### src/rtl/fixed_point_pkg.sv
// Shared definitions for the fixed-point arithmetic datapath (multiplier and divider).
package fixed_point_pkg;

  localparam int WIDTH = 32;
  localparam int FRAC  = 16;

  typedef logic [WIDTH-1:0] q16_16_t;

  typedef enum logic [1:0] {
    IDLE,
    CALC,
    DONE
  } div_state_t;

  localparam q16_16_t Q_ONE = 32'h0001_0000;
  localparam q16_16_t Q_SAT = 32'hFFFF_FFFF;

endpackage

### src/rtl/div_step_restoring.sv
// One restoring-division iteration: shift a dividend bit into the remainder,
// trial-subtract the divisor and keep either the difference or the shifted value.
module div_step_restoring #(
  parameter int WIDTH = 32
) (
  input  logic [WIDTH:0]   rem_in,
  input  logic             bit_in,
  input  logic [WIDTH-1:0] divisor,
  output logic [WIDTH:0]   rem_out,
  output logic             q_bit
);

  logic [WIDTH+1:0] trial;

  // The remainder is always below the divisor, so 2*rem+bit fits in WIDTH+1
  // bits and the MSB of a WIDTH+2-bit difference is a valid borrow/sign bit.
  assign trial   = {rem_in, bit_in} - {2'b00, divisor};
  assign q_bit   = ~trial[WIDTH+1];
  assign rem_out = q_bit ? trial[WIDTH:0] : {rem_in[WIDTH-1:0], bit_in};

endmodule

### src/rtl/division_punto_fijo_seq.sv
// Sequential unsigned fixed-point divider: q = (a << FRAC) / b, one quotient
// bit per clock, with start/busy/done handshake and saturating flags.
module division_punto_fijo_seq
  import fixed_point_pkg::*;
#(
  parameter int WIDTH = 32,
  parameter int FRAC  = 16
) (
  input  logic             clk,
  input  logic             rst_n,
  input  logic             start,
  input  logic [WIDTH-1:0] a,
  input  logic [WIDTH-1:0] b,
  output logic             busy,
  output logic             done,
  output logic [WIDTH-1:0] q,
  output logic             overflow,
  output logic             div_zero
);

  localparam int N  = WIDTH + FRAC;
  localparam int CW = $clog2(N + 1);

  div_state_t       state, state_nx;
  logic [N-1:0]     dividend;
  logic [N-1:0]     quot;
  logic [N-1:0]     quot_nx;
  logic [WIDTH-1:0] divisor;
  logic [WIDTH:0]   rem;
  logic [WIDTH:0]   step_rem;
  logic             step_bit;
  logic [CW-1:0]    count;
  logic             last_iter;
  logic             b_zero;

  div_step_restoring #(.WIDTH(WIDTH)) u_step (
    .rem_in  (rem),
    .bit_in  (dividend[N-1]),
    .divisor (divisor),
    .rem_out (step_rem),
    .q_bit   (step_bit)
  );

  assign quot_nx   = {quot[N-2:0], step_bit};
  assign last_iter = (count == CW'(1));
  assign b_zero    = (b == '0);
  assign busy      = (state == CALC);
  assign done      = (state == DONE);

  // State register.
  // NOTE: sequential state uses non-blocking (<=) so every flop samples pre-edge values.
  always_ff @(posedge clk or negedge rst_n) begin
    if (!rst_n) state <= IDLE;
    else        state <= state_nx;
  end

  // Next-state logic; DONE always returns to IDLE so a held start waits one cycle.
  // NOTE: state_nx gets a default first so no path leaves it unassigned (no latch).
  always_comb begin
    state_nx = state;
    case (state)
      IDLE:    if (start) state_nx = b_zero ? DONE : CALC;
      CALC:    if (last_iter) state_nx = DONE;
      DONE:    state_nx = IDLE;
      default: state_nx = IDLE;
    endcase
  end

  // Datapath: operand capture, one restoring iteration per CALC cycle, result update.
  always_ff @(posedge clk or negedge rst_n) begin
    if (!rst_n) begin
      dividend <= '0;
      divisor  <= '0;
      rem      <= '0;
      quot     <= '0;
      count    <= '0;
      q        <= '0;
      overflow <= 1'b0;
      div_zero <= 1'b0;
    end else begin
      case (state)
        IDLE: begin
          if (start) begin
            if (b_zero) begin
              q        <= '1;
              overflow <= 1'b0;
              div_zero <= 1'b1;
            end else begin
              dividend <= {a, {FRAC{1'b0}}};
              divisor  <= b;
              rem      <= '0;
              quot     <= '0;
              count    <= CW'(N);
            end
          end
        end
        CALC: begin
          dividend <= dividend << 1;
          rem      <= step_rem;
          quot     <= quot_nx;
          count    <= count - 1'b1;
          if (last_iter) begin
            // Any set bit above WIDTH means the true quotient does not fit.
            if (|quot_nx[N-1:WIDTH]) begin
              q        <= '1;
              overflow <= 1'b1;
            end else begin
              q        <= quot_nx[WIDTH-1:0];
              overflow <= 1'b0;
            end
            div_zero <= 1'b0;
          end
        end
        default: ;
      endcase
    end
  end

endmodule

### config.mk
export PLATFORM = sky130hd
export DESIGN_NAME = division_punto_fijo_seq
export DESIGN_NICKNAME = d
export VERILOG_FILES = /design/src/rtl/fixed_point_pkg.sv /design/src/rtl/div_step_restoring.sv /design/src/rtl/division_punto_fijo_seq.sv
export SDC_FILE = /design/constraint.sdc
export NUM_CORES = 1
export LEC_CHECK = 0
export ABC_AREA = 1
export CAP_MARGIN = 20
export CELL_PAD_IN_SITES_DETAIL_PLACEMENT = 2
export CELL_PAD_IN_SITES_GLOBAL_PLACEMENT = 2
export CORE_UTILIZATION = 31
export DETAILED_ROUTE_END_ITERATION = 8
export PLACE_DENSITY = 0.88
export SYNTH_ARGS = -nofsm -noshare
export SYNTH_HDL_FRONTEND = slang
export SYNTH_SLANG_ARGS = --single-unit
### constraint.sdc
create_clock -name clk -period 2 [get_ports clk]
set_clock_uncertainty 0.05 [all_clocks]
set_input_delay 0.2 -clock clk [delete_from_list [all_inputs] [get_ports clk]]
set_output_delay 0.2 -clock clk [all_outputs]
set_load 0.01 [all_outputs]
Yosys cells after proc, flatten, opt, wreduce, memory -nomap -nowiden
Index checks and enable logic that the tools add are counted.
{ "classes": {"n_addsub": 2, "mux": 31, "bitwise_logic": 2, "n_reduce_logical": 8, "eq_ne": 7} }
{ "op_table": {"columns": ["op", "count"], "rows": [
  ["$mux W32", 4],
  ["$mux W33", 3],
  ["$mux W48", 2],
  ["$pmux W48 S2", 1],
  ["$mux W47", 2],
  ["$pmux W47 S2", 1],
  ["$pmux W33 S2", 1],
  ["$pmux W32 S2", 1],
  ["$sub A34 B32 Y34", 1],
  ["$logic_not A32 Y1", 1],
  ["$reduce_or A16 Y1", 1],
  ["$mux W6", 2],
  ["$pmux W6 S2", 1],
  ["$mux W1", 7],
  ["$eq A6 B1 Y1 const B", 1],
  ["$mux W2", 3],
  ["$ne A2 B2 Y1 const B", 3],
  ["$reduce_and A3 Y1", 2],
  ["$sub A6 B1 Y6 const B", 1],
  ["$pmux W1 S2", 2],
  ["$pmux W2 S2", 1],
  ["$reduce_and A4 Y1", 1],
  ["$eq A2 B1 Y1 const B", 1],
  ["$eq A2 B2 Y1 const B", 1],
  ["other kinds (5)", 6]
]} }
{ "totals": {"wordCells": 59, "reg_bits": 202, "input_bits": 67, "out_inout_bits": 36} }

Depth between registers and ports, before layout
{ "depth": {"depth_word": 5, "mapped_depth": 18, "depth_no_buf": 18} }

Modules after synthesis
From an unflattened synthesis, not the netlist that was laid out.
{ "hier_totals": {"cells_unflattened": 1621, "area_unflattened_um2": 11448.5} }
{ "by_module_without_submodules": {"columns": ["mod", "seq_area_each_um2", "cells_per_inst", "area_each_um2", "n_inst"], "rows": [
  ["division_punto_fijo_seq", 4654.5, 900, 8003.9, 1],
  ["div_step_restoring", 0.0, 721, 3444.6, 1]
]} }

Worst setup path before layout
No wires, ideal clock.
{ "synth_timing": {"kind": "register to register", "from": "register rem[6]", "to": "register rem[22]", "path_buffers": 1, "setup_slack_ns": -0.048, "setup_ns": 0.117, "arrival_time_ns": 1.881, "path_stages_with_launch": 15, "required_ns": 1.833, "period_less_slack_ns": 2.048, "path_cell_list": "dfrtp_1 -> ha_1 -> nand2_2 -> inv_2 -> a21oi_2 -> nand3_2 -> nand2_2 -> nand2_2 -> nand2_4 -> nand2_4 -> nand2_4 -> buf_4 -> nand3_1 -> nand3_2 -> nand2_1"} }
{ "synth_via": {"elab_chain_cells": 3} }
{ "synth_lines": {"columns": ["item", "line_no", "text"], "rows": [
  ["start: declaration", "division_punto_fijo_seq.sv:29", "logic [WIDTH:0] rem;"],
  ["start signal: assignment", "division_punto_fijo_seq.sv:99", "rem <= step_rem;"],
  ["$sub A34 B32 Y34", "div_step_restoring.sv:17", "assign trial = {rem_in, bit_in} - {2'b00, divisor};"],
  ["$mux W33", "div_step_restoring.sv:19", "assign rem_out = q_bit ? trial[WIDTH:0] : {rem_in[WIDTH-1:0], bit_in};"],
  ["$pmux W33 S2", "division_punto_fijo_seq.sv:81", "case (state)"]
]} }
No other way between the ends.
A chain may end at the register's enable or synchronous reset.

Final worst setup path
{ "layout_timing": {"from": "register divisor[9]", "to": "register rem[31]"} }
{ "layout_via": {"elab_chain_cells": 3} }
{ "layout_lines": {"columns": ["item", "line_no", "text"], "rows": [
  ["start: declaration", "division_punto_fijo_seq.sv:28", "logic [WIDTH-1:0] divisor;"],
  ["start signal: assignment", "division_punto_fijo_seq.sv:73", "divisor <= '0;"],
  ["start signal: assignment", "division_punto_fijo_seq.sv:90", "divisor <= b;"],
  ["$sub A34 B32 Y34", "div_step_restoring.sv:17", null],
  ["$mux W33", "div_step_restoring.sv:19", null],
  ["$pmux W33 S2", "division_punto_fijo_seq.sv:81", null]
]} }
No other way between the ends.

==> impl_metrics.ini <==
[route]
wl_um = 83400
vias_per_cell = 6.12
wire_per_inst_um = 37.4
antenna_left = 0
firstDrtPassIters = 5
dr.first_iter.drc_count = 1276
drc_errors = 0
vias = 13700

[worst_setup_path]
required_ns = 2.37
setup.worst_path.class = reg2reg
cp-end-kind = flop
start_kind = flop
crit_arrival_ns = 3.30
critPathMaxFanout = 3

[synth]
syn_area_per_cell_um2 = 7.69
synth_seq_cells = 186
synth_area_leaders = dfrtp_1, nand2_1, inv_1
synth_top_area_cell = dfrtp_1
synth-main-ff-cell = dfrtp_1
synth.most_common_cell = nand2_1
ys_warn_count = 0
synth.distinct_cells = 45
yosysSeqAreaShare = 0.435
synth_top_area_share = 0.435
netlist_instances = 1391
synth.net_count = 1493
synth_common_cells = nand2_1, inv_1, dfrtp_1
synth_edf_count = 0
async_reset_ff_frac = 1.00
syn_area_mm2 = 0.0107

[finish]
finalNetCount = 1872
drive_above_1_share = 0.387
area_growth_pct = 57.7
antenna_cells = 0

[clocking]
cts_buffer_depth = 2
clk_latency_ns = 0.55
root_buffer = clkbuf_16
cts_buffers = 17
clock-sinks = 186
tritoncts = yes
cts_max_level = 4
clk_pin_slew_worst_paths_ns = 0.10

[sta]
slew_headroom = 0.579
drv_slew = 0
finalCritPeriodShare = 1.47
fin_hold_ws_ns = 0.183
rsz0062_at_grt = yes
fin_ws_ns = -0.937
tns_ns = -30.96
worst_slew_pin_slew_ns = 0.632
fin_crit_ns = 2.94
timing.fmax_mhz = 341
setup_violations = 101
hold_violations = 0

[grt]
track_usage = 0.427
grt_first_pass_wirelength_um = 109000
antenna_found_initial = 1
grt_max_degree = 68
grt_pass1_vias = 15200
overflow = 0

[run_status]
outcome = complete, but fails checks
violations = negative setup slack

[floorplanning]
fp-row-count = 67
die_h_um = 188
dieArea_mm2 = 0.0352
coreArea_mm2 = 0.0337
io_pins = 103
initial_core_util = 0.317
fp.dieW_um = 188

[placed_design]
routabilityCongestion = 0.916
dp_slack_ns = -0.749
portBuffers = 102
hpwlAfterDp_um = 38000

[min_path]
hold_path_class = in2async

[run]
cap_violations = 0
## placed cells by master (no fill, tap or decap), types with 28 or more instances in the layout
master / netlist / routed
mux2i_1: 31 / 31
nand3_2: 5 / 28
nand2_1: 413 / 301
clkdlybuf4s50_1: 0 / 98
inv_2: 6 / 43
nand2_2: 12 / 103
buf_4: 4 / 266
ha_4: 0 / 28
o21ai_0: 98 / 59
nor2_1: 74 / 36
nand3_1: 87 / 59
dfrtp_1: 186 / 179
inv_1: 236 / 195
## critical path, stage by stage, from the launching register on
cell and delay (ns):
dfrtp_1 0.40, inv_1 0.07, ha_1 0.35, nand2_1 0.17, buf_4 0.15, inv_1 0.07, a21oi_4 0.24, nor2_4 0.09
nor2_1 0.22, nand2_1 0.18, nand2_1 0.22, nand2_1 0.09, nand2_1 0.12, nand2_1 0.11, inv_1 0.10, nand2_1 0.08
nand2_2 0.08, nand2_1 0.06
## final timing paths
| path | startpoint | endpoint | slack (ns) | cells past startpoint |
|---|---|---|---|---|
| hold / removal | rst_n | rem[10]$_DFFE_PN0P_ | 0.18 | 2 |
| max in group asynchronous | rst_n | quot[4]$_DFFE_PN0P_ | 0.99 | 3 |
| setup / recovery | divisor[9]$_DFFE_PN0P_ | rem[31]$_DFFE_PN0P_ | -0.94 | 17 |
| setup reg to reg | divisor[9]$_DFFE_PN0P_ | rem[31]$_DFFE_PN0P_ | -0.94 | 17 |
| hold reg to reg | divisor[13]$_DFFE_PN0P_ | divisor[13]$_DFFE_PN0P_ | 0.46 | 2 |
| min in group clk | b[31] | divisor[31]$_DFFE_PN0P_ | 0.19 | 4 |
## layer usage
metal | GRT usage | vias up | part of all wire
li1 | - | 5154 | -
met1 | 0.475 | 6902 | 0.36
met2 | 0.727 | 1100 | 0.47
met3 | 0.0979 | 505 | 0.080
met4 | 0.290 | 2 | 0.094
met5 | 0 | - | 0.00014
## registers in the layout, indices dropped and copies added, names as in the netlist
| signal | count |
|---|---|
| rem | 33 |
| overflow | 1 |
| quot | 47 |
| state | 2 |
| dividend | 32 |
| divisor | 32 |
| q | 32 |
| count | 6 |
| div_zero | 1 |
## area by class of cell
cell class / count / area (um^2)
multi-input cells: 915 / 6340
repair buffers: 407 / 3730
clock inverters: 15 / 225
clock buffers: 17 / 425
well taps: 448 / 561
fillers: 3593 / 16800
inverters: 243 / 923
flip-flops and latches: 186 / 4660
## logic make-up after synthesis
logic type                 after synthesis  synth area share
xor gates and xnor gates                16            0.0131
DFF                                    186             0.435
buffers and inverters                  290             0.109
adders and majority gates               35            0.0417
AOI/OAI and AO/OA                      197             0.116
and+or+nand+nor                        636             0.256
muxes                                   31            0.0290
## through the flow
| step | instance area (um^2) | instances | utilization |
|---|---|---|---|
| 5_1_grt | 16900 | 2231 | 0.501 |
| 6_report | 16900 | 2231 | 0.501 |
| 2_1_floorplan | 10900 | 1391 | - |
| 3_3_place_gp | 14200 | 2138 | 0.422 |
| 4_1_cts | 16400 | 2224 | 0.486 |
| 3_5_place_dp | 14200 | 2138 | 0.422 |
## repair_timing
action                                  in CTS  in global routing
hold buffers                                 1                  0
setup buffers                               49                  7
pin swaps                                   70                 39
cloned                                       4                  1
resized for setup                          266                155
endpoints found under the setup margin     150                183
endpoints found under the hold margin       41                  0
Power is left out: the tool's default activity adds up to more than one toggle a clock period on the data nets, which glitch-free logic cannot reach.
